`src/rtl/mux_arbiter.sv`:
```
// mux_arbiter: round-robin arbiter/sequencer for a 2:1 mux datapath.
// Two requesters share one registered output channel (DataOut/Valid/Ready).
// Optional build macro MUX_ARB_COUNT_EN adds per-requester ack counters
// (Count0/Count1, 8 bits, wrapping).
//
// Handshake: a beat moves downstream on any edge where Valid & Ready are both
// high. The output slot is free when ~Valid | Ready, so a consume and a new
// capture can happen on the same edge without a bubble. Ack0/Ack1 are
// combinational pulses in the cycle whose closing edge captures the data.
module mux_arbiter #(
   parameter int WIDTH    = 4,
   parameter int MAX_HOLD = 4
) (
   input  logic             Clock,
   input  logic             nReset,
   input  logic             Req0,
   input  logic [WIDTH-1:0] In0,
   input  logic             Req1,
   input  logic [WIDTH-1:0] In1,
   output logic             Ack0,
   output logic             Ack1,
   output logic             Selector,
   output logic [WIDTH-1:0] DataOut,
   output logic             Valid,
   input  logic             Ready,
   output logic [1:0]       dbg_state
`ifdef MUX_ARB_COUNT_EN
   ,
   output logic [7:0]       Count0,
   output logic [7:0]       Count1
`endif
);

   typedef enum logic [1:0] {
      IDLE   = 2'd0,
      GRANT0 = 2'd1,
      GRANT1 = 2'd2
   } state_t;

   localparam logic [3:0] HOLD_LIM = 4'(MAX_HOLD);

   state_t     state, state_nxt;
   logic [3:0] beat_cnt, beat_cnt_nxt, beat_inc;
   logic       last_grant, last_grant_nxt;
   logic       sel_nxt;
   logic       slot_free, acc0, acc1, accept, hold_hit;

   assign dbg_state = state;
   assign Ack0      = acc0;
   assign Ack1      = acc1;

   // Accept decode: the owner captures when it still requests and the slot is free.
   always_comb begin
      slot_free = ~Valid | Ready;
      acc0      = (state == GRANT0) & Req0 & slot_free;
      acc1      = (state == GRANT1) & Req1 & slot_free;
      accept    = acc0 | acc1;
      beat_inc  = beat_cnt + 4'd1;
      hold_hit  = accept & (beat_inc == HOLD_LIM);
   end

   // Next-state: grant selection, release, and hold-limit hand-over.
   always_comb begin
      state_nxt      = state;
      beat_cnt_nxt   = beat_cnt;
      last_grant_nxt = last_grant;
      case (state)
         IDLE: begin
            // On a tie the requester that did not own the channel last wins.
            if (Req0 && Req1) state_nxt = last_grant ? GRANT0 : GRANT1;
            else if (Req0)    state_nxt = GRANT0;
            else if (Req1)    state_nxt = GRANT1;
         end
         GRANT0: begin
            if (!Req0) begin
               state_nxt      = Req1 ? GRANT1 : IDLE;
               beat_cnt_nxt   = 4'd0;
               last_grant_nxt = 1'b0;
            end else if (hold_hit) begin
               // Limit reached: hand over only if the other side is waiting.
               beat_cnt_nxt = 4'd0;
               if (Req1) begin
                  state_nxt      = GRANT1;
                  last_grant_nxt = 1'b0;
               end
            end else if (acc0) begin
               beat_cnt_nxt = beat_inc;
            end
         end
         GRANT1: begin
            if (!Req1) begin
               state_nxt      = Req0 ? GRANT0 : IDLE;
               beat_cnt_nxt   = 4'd0;
               last_grant_nxt = 1'b1;
            end else if (hold_hit) begin
               beat_cnt_nxt = 4'd0;
               if (Req0) begin
                  state_nxt      = GRANT0;
                  last_grant_nxt = 1'b1;
               end
            end else if (acc1) begin
               beat_cnt_nxt = beat_inc;
            end
         end
         default: begin
            state_nxt    = IDLE;
            beat_cnt_nxt = 4'd0;
         end
      endcase
      // Selector follows the grant and keeps its last value while idle.
      if (state_nxt == GRANT1)      sel_nxt = 1'b1;
      else if (state_nxt == GRANT0) sel_nxt = 1'b0;
      else                          sel_nxt = Selector;
   end

   // Control registers: FSM state, beat counter, tie-break history, selector.
   always_ff @(posedge Clock or negedge nReset) begin
      if (!nReset) begin
         state      <= IDLE;
         beat_cnt   <= 4'd0;
         last_grant <= 1'b1;
         Selector   <= 1'b0;
      end else begin
         state      <= state_nxt;
         beat_cnt   <= beat_cnt_nxt;
         last_grant <= last_grant_nxt;
         Selector   <= sel_nxt;
      end
   end

   // Output slot: capture on accept, otherwise drain on consume.
   always_ff @(posedge Clock or negedge nReset) begin
      if (!nReset) begin
         DataOut <= '0;
         Valid   <= 1'b0;
      end else if (acc0) begin
         DataOut <= In0;
         Valid   <= 1'b1;
      end else if (acc1) begin
         DataOut <= In1;
         Valid   <= 1'b1;
      end else if (Valid && Ready) begin
         Valid <= 1'b0;
      end
   end

`ifdef MUX_ARB_COUNT_EN
   // Per-requester ack counters, free-running modulo 256.
   always_ff @(posedge Clock or negedge nReset) begin
      if (!nReset) begin
         Count0 <= 8'd0;
         Count1 <= 8'd0;
      end else begin
         if (acc0) Count0 <= Count0 + 8'd1;
         if (acc1) Count1 <= Count1 + 8'd1;
      end
   end
`endif

endmodule

```
`config.mk`:
```
export PLATFORM = sky130hd
export DESIGN_NAME = mux_arbiter
export DESIGN_NICKNAME = d
export VERILOG_FILES = /design/src/rtl/mux_arbiter.sv
export SDC_FILE = /design/constraint.sdc
export NUM_CORES = 1
export LEC_CHECK = 0
export ABC_AREA = 1
export CORE_MARGIN = 5
export CORE_UTILIZATION = 47
export CTS_CLUSTER_SIZE = 28
export DETAILED_ROUTE_END_ITERATION = 7
export PLACE_DENSITY = 0.82
export SYNTH_ARGS = -nofsm -noshare
export SYNTH_HDL_FRONTEND = slang
export SYNTH_SLANG_ARGS = --single-unit
```
`constraint.sdc`:
```
create_clock -name Clock -period 2.6 [get_ports Clock]
set_input_delay 0.52 -clock Clock [delete_from_list [all_inputs] [get_ports Clock]]
set_output_delay 0.52 -clock Clock [all_outputs]
set_load 0.01 [all_outputs]
```
# Word-level counts from Yosys, hierarchy flattened
# Cells that the tools add are included.
[totals] register_bits=13 output_inout_bits=10
[classes] n_addsub=1 n_eq_ne=11 muxes=33 n_bitwise=9 n_reduce_logical=9
[op_table] cell="4-bit 2-to-1 mux" n=8
[op_table] cell="2-bit 2-to-1 mux" n=10
[op_table] cell="1-bit 2-to-1 mux" n=12
[op_table] cell="3-bit inequality test (second input constant)" n=4
[op_table] cell="4-bit case mux with 3 select lines" n=1
[op_table] cell="4-bit inequality test (second input constant)" n=2
[op_table] cell="2-bit case mux with 3 select lines" n=1
[op_table] cell="2-bit nonzero test" n=3
[op_table] cell="1-bit AND" n=5
[op_table] cell="5-bit AND reduction" n=1
[op_table] cell="4-bit by 1-bit adder with 4-bit output (second input constant)" n=1
[op_table] cell="2-bit by 1-bit == test with 1-bit output (second input constant)" n=2
[op_table] cell="2-bit == test (second input constant)" n=2
[op_table] cell="4-bit by 3-bit == test with 1-bit output (second input constant)" n=1
[op_table] cell="3-bit AND reduction" n=1
[op_table] cell="3-bit nonzero test" n=1
[op_table] cell="1-bit logical AND" n=2
[op_table] cell="2-bit zero test" n=1
[op_table] cell="1-bit NOT" n=2
[op_table] cell="1-bit bitwise OR" n=2
[op_table] cell="1-bit case mux with 2 select lines" n=1

# Longest topological paths before layout
# Gate-level depths: netlist of run 1.
[depth] word_depth=11 depth_mapped=13 mapped_depth_nobuf=13

# Worst setup path before layout of run 1
# Ideal clock, no wire load.
[synth_path] path_kind="register to register" from="reg state[0], in the netlist dbg_state[0]" to="reg Selector" setup_time_ns=0.125 arrival_ns=1.973 t_required_ns=2.475 path_slack_ns=0.502 path_stages_with_launch=14 path_buffers=0 period_less_slack_ns=2.098 cell_sequence="dfrtp_1 -> inv_1 -> ha_1 -> nand2_2 -> nand2_4 -> nand2_8 -> nor2_8 -> nand3_2 -> nand2_1 -> nand2_1 -> nand3_2 -> nand2_2 -> ha_1 -> mux2_2"
[synth_between] elab_chain_len=10 word_cells_on_any_way=22 cone_classes="eq/ne: 4; mux: 10; bitwise: 6; reduce/logical: 2"
[synth_lines] element="start: declaration" line_no="42" text="state_t state, state_nxt;"
[synth_lines] element="start signal: assignment" line_no="124" text="state <= state_nxt;"
[synth_lines] element="2-bit by 1-bit == test with 1-bit output or 2-bit == test (tied branches)" line_no="55, 67, 56"
[synth_lines] element="1-bit AND (on tied branches) (2 in series)" line_no="55, 56"
[synth_lines] element="1-bit bitwise OR" line_no="57" text="accept = acc0 | acc1;"
[synth_lines] element="1-bit AND" line_no="59" text="hold_hit = accept & (beat_inc == HOLD_LIM);"
[synth_lines] element="2-bit 2-to-1 mux (on tied branches)" line_no="95, 79"
[synth_lines] element="2-bit 2-to-1 mux (on tied branches)" line_no="91, 75"
[synth_lines] element="2-bit case mux with 3 select lines *" line_no="67" text="case (state)"
[synth_lines] element="2-bit == test or 2-bit by 1-bit == test with 1-bit output (tied branches)" line_no="111, 112"
[synth_lines] element="1-bit 2-to-1 mux or 2-bit nonzero test (tied branches)"
[synth_lines] element="end signal: assignment" line_no="127" text="Selector <= sel_nxt;"
[synth_lines] element="end: declaration" line_no="22" text="output logic Selector,"
# Every way passes the cells marked *; elsewhere a longest branch is shown, timed or not.
# A chain may end at the register's enable or synchronous reset.

# Final worst setup path of run 1
[layout_path] from="in Ready" to="out Ack0"
[layout_between] elab_chain_len=2
[layout_lines] element="start: declaration" line_no="25" text="input logic Ready,"
[layout_lines] element="1-bit bitwise OR" line_no="54" text="slot_free = ~Valid | Ready;"
[layout_lines] element="1-bit AND" line_no="55" text="acc0 = (state == GRANT0) & Req0 & slot_free;"
[layout_lines] element="end: declaration" line_no="20" text="output logic Ack0,"
# Every way passes these cells.

==> results of run 1 <==
## critical path: cells and delay by family
family | cells | cell delay (ns)
buffers and inverters | 4 | 1.17
and+or+nand+nor | 2 | 0.21
## layout make-up
type | instances | area share [%]
Clock buffer | 4 | 2.251
Tap cell | 25 | 2.680
Sequential cell | 13 | 27.97
Inverter | 16 | 5.145
Multi-Input combinational cell | 77 | 41.16
Timing Repair Buffer | 25 | 20.79
## power breakdown
group | switching (W) | internal, W | leakage, nW
logic | 0.000308 | 0.000274 | 0.385
clock network | 0.0000678 | 0.0000595 | 0.0150
registers | 0.0000610 | 0.000277 | 0.165
total | 0.000436 | 0.000610 | 0.565
## final timing paths
kind                                        startpoint                       to  slack [ns]  depth (start not counted)
worst max-delay path                             Ready                     Ack0        0.17                          6
worst min-delay path            last_grant$_DFFE_PN1P_   last_grant$_DFFE_PN1P_        0.47                          2
max in group asynchronous                       nReset   DataOut[0]$_DFFE_PN0N_        1.58                          1
worst max register to register  dbg_state[0]$_DFF_PN0_     Selector$_DFFE_PN0P_        0.32                         12
min in group asynchronous                       nReset  beat_cnt[0]$_DFFE_PN0P_        0.62                          1
worst min register to register  last_grant$_DFFE_PN1P_   last_grant$_DFFE_PN1P_        0.47                          2
## per-stage QoR
stage / utilization, % / total power (W) / instances
floorplan: - / 0.0006912 / 106
global placement: 65.38 / 0.0009122 / 156
detailed placement: 65.38 / 0.0009210 / 156
CTS: 66.88 / 0.001053 / 160
global route: 66.88 / 0.001145 / 160
finish: 66.88 / 0.001046 / 160
## synth_stat cells, drive strengths merged, types with 6 or more instances
cell	count
nor2	14
dfrtp	12
ha	6
o21ai	10
nand2	27
a21oi	6
nand3	7
inv	16
## cell usage in the layout (no fill, tap or decap), drive strengths merged
cell,n
o21bai,1
clkdlybuf4s50,22
o21ai,10
nor2,14
nand4,1
dfstp,1
nand3,7
clkbuf,4
o32ai,1
nand2,27
ha,6
dfrtp,12
buf,3
inv,16
o22ai,1
a21oi,6
mux2,1
mux2i,1
xnor2,1
## per-layer routing
layer  global-route usage [%]  vias to the layer above  routed length [um]
met3                    3.380                        4                 112
met2                    27.69                       23                 890
met1                    19.93                      377                 938
li1                         -                      400                   -
met5                        0                        -                   0
met4                    5.106                        0                  19
## cells by family (layout without fill, tap and decap cells)
logic type	count (synthesis)	count (layout)	share of synthesized area, %
AND/OR/NAND/NOR	49	49	31.46
AO/OA/AOI/OAI	19	19	11.83
buffers and inverters	16	45	6.927
flip-flops	13	13	37.66
adder cells (fa/ha/maj)	6	6	8.658
multiplexers	2	2	2.453
XOR/XNOR	1	1	1.010
## sequential cells by signal, indices dropped and copies added (netlist names)
signal      cells
DataOut         4
last_grant      1
Selector        1
dbg_state       2
Valid           1
beat_cnt        4
==> results.md, run 1 <==
* Worst path slowest cell: clkdlybuf4s50_1
* Max Cap Viol at 0
* Hold crit path type: flip-flop to flip-flop
* CP peak stage delay at 0.55 ns
* Antenna diodes at 0
* Leakage at 0.5651 nW
* Synth top area cells: dfrtp_1, nand2_1, ha_1
* Initial antenna violation count at 0
* Count of input and output buffers at 22
* RSZ-0062 raised after global routing: no
* Worst-Margin Slew at 0.6189 ns
* Core area at 1745 um^2
* Setup_tns at 0 ns
* Remaining global-route overflow at 0
* FF+latch count, synth at 13
* Vias in the first global route at 798
* Area fraction of the dominant cell type after synthesis at 34.63%
* Drt wl/cell at 12.25 um
* Hold WS at 0.4723 ns
* Area of the multi-input gates at 480.5 um^2
* Total CTS buffers at 3
* Post-DR vias/cell at 5.025
* Row cnt at 15
* Design Area, Final at 1167 um^2
* Post-DP HPWL at 1583 um
* Post-synth ARST share at 100.0%
* Run status: finished clean
* Slew Limit Fails at 0
* Startpoint Class: primary input
* Fill count at 158
* P&R area growth vs syn at 34.63%
* Die height at 52.95 um
* CP required at 2.08 ns
* Number of I/O pins at 23
* H-tree levels at 1
* Critical Path AT at 1.91 ns
* Clk root buf: clkbuf_4
* CTS resizes at 0
* Setup ws final at 0.1691 ns
* First-pass GRT wire length at 3346 um
* Initial core utilization at 49.68%
* Avg Inst Size Synth at 8.180 um^2
* Final Hold Fails at 0
* Min Tclk post-route at 2.431 ns
* Netlist cell types at 23
* Cell taking the most area after synthesis: dfrtp_1
* Worst rel slew slack at 58.61%
* Total GRT Usage at 16.13%
* Maximum VDD drop at 0.0005797 V
* Iteration count of the initial detailed-routing pass at 4
* Mapped Cells at 106
* CP max FO at 3
* CTS max path bufs at 2
* Sequential fraction of the synthesis area at 37.66%
* Main synth FF type: dfrtp_1
* Fin Clk Skew at 0.001542 ns
* Pwr Density at 896.2 nW/um^2
* Fmax at 411.4 MHz
* DP Area at 1141 um^2
* Final setup fails at 0
* Gpl congestion at 0.8957
* DRT iter0 DRCs at 16
* Clk slew on worst S/H paths at 0.08 ns
* Routed WL at 1960 um
* Via count at 804
* # hold bufs at CTS at 0
* Worst skew pair latency at 0.28 ns
* CP endpoint kind: primary output
* Largest net degree at the start of global routing at 14
* Pre-CTS setup slack at 0.1324 ns
* Residual DRC at 0
* CTS Sinks at 13
* Critical-path cell list: clkdlybuf4s50_1, inv_1, nand2_4, inv_1, nor2_2, clkdlybuf4s50_1
* Crit Path Class: primary input to primary output
* EDFF count, synth at 0
* Final nets at 155
* Synthesized area at 867.1 um^2
* Die X at 52.95 um
* Fin crit share at 93.50%
* Share of cells above drive strength 1 at 14.81%
* CTS tree: done
* DRT antenna net count at 0
* Syn_nets at 125
* DIE AREA at 2804 um^2
* Register Area at 326.6 um^2
* Buffer count from post-CTS setup fixing at 0
* Synth warn at 0
Power figures use the tool's default switching activity.
==> run 2: changes to the inputs <==
Settings changed: REMOVE_ABC_BUFFERS set to 1.
==> results of run 2 <==
No change in the layout: final DEF, timing and power equal those of run 1.
==> run 3: changes to the inputs <==
Settings changed: SLEW_MARGIN set to 30.
==> results of run 3 <==
No change in the layout: final DEF, timing and power equal those of run 1.
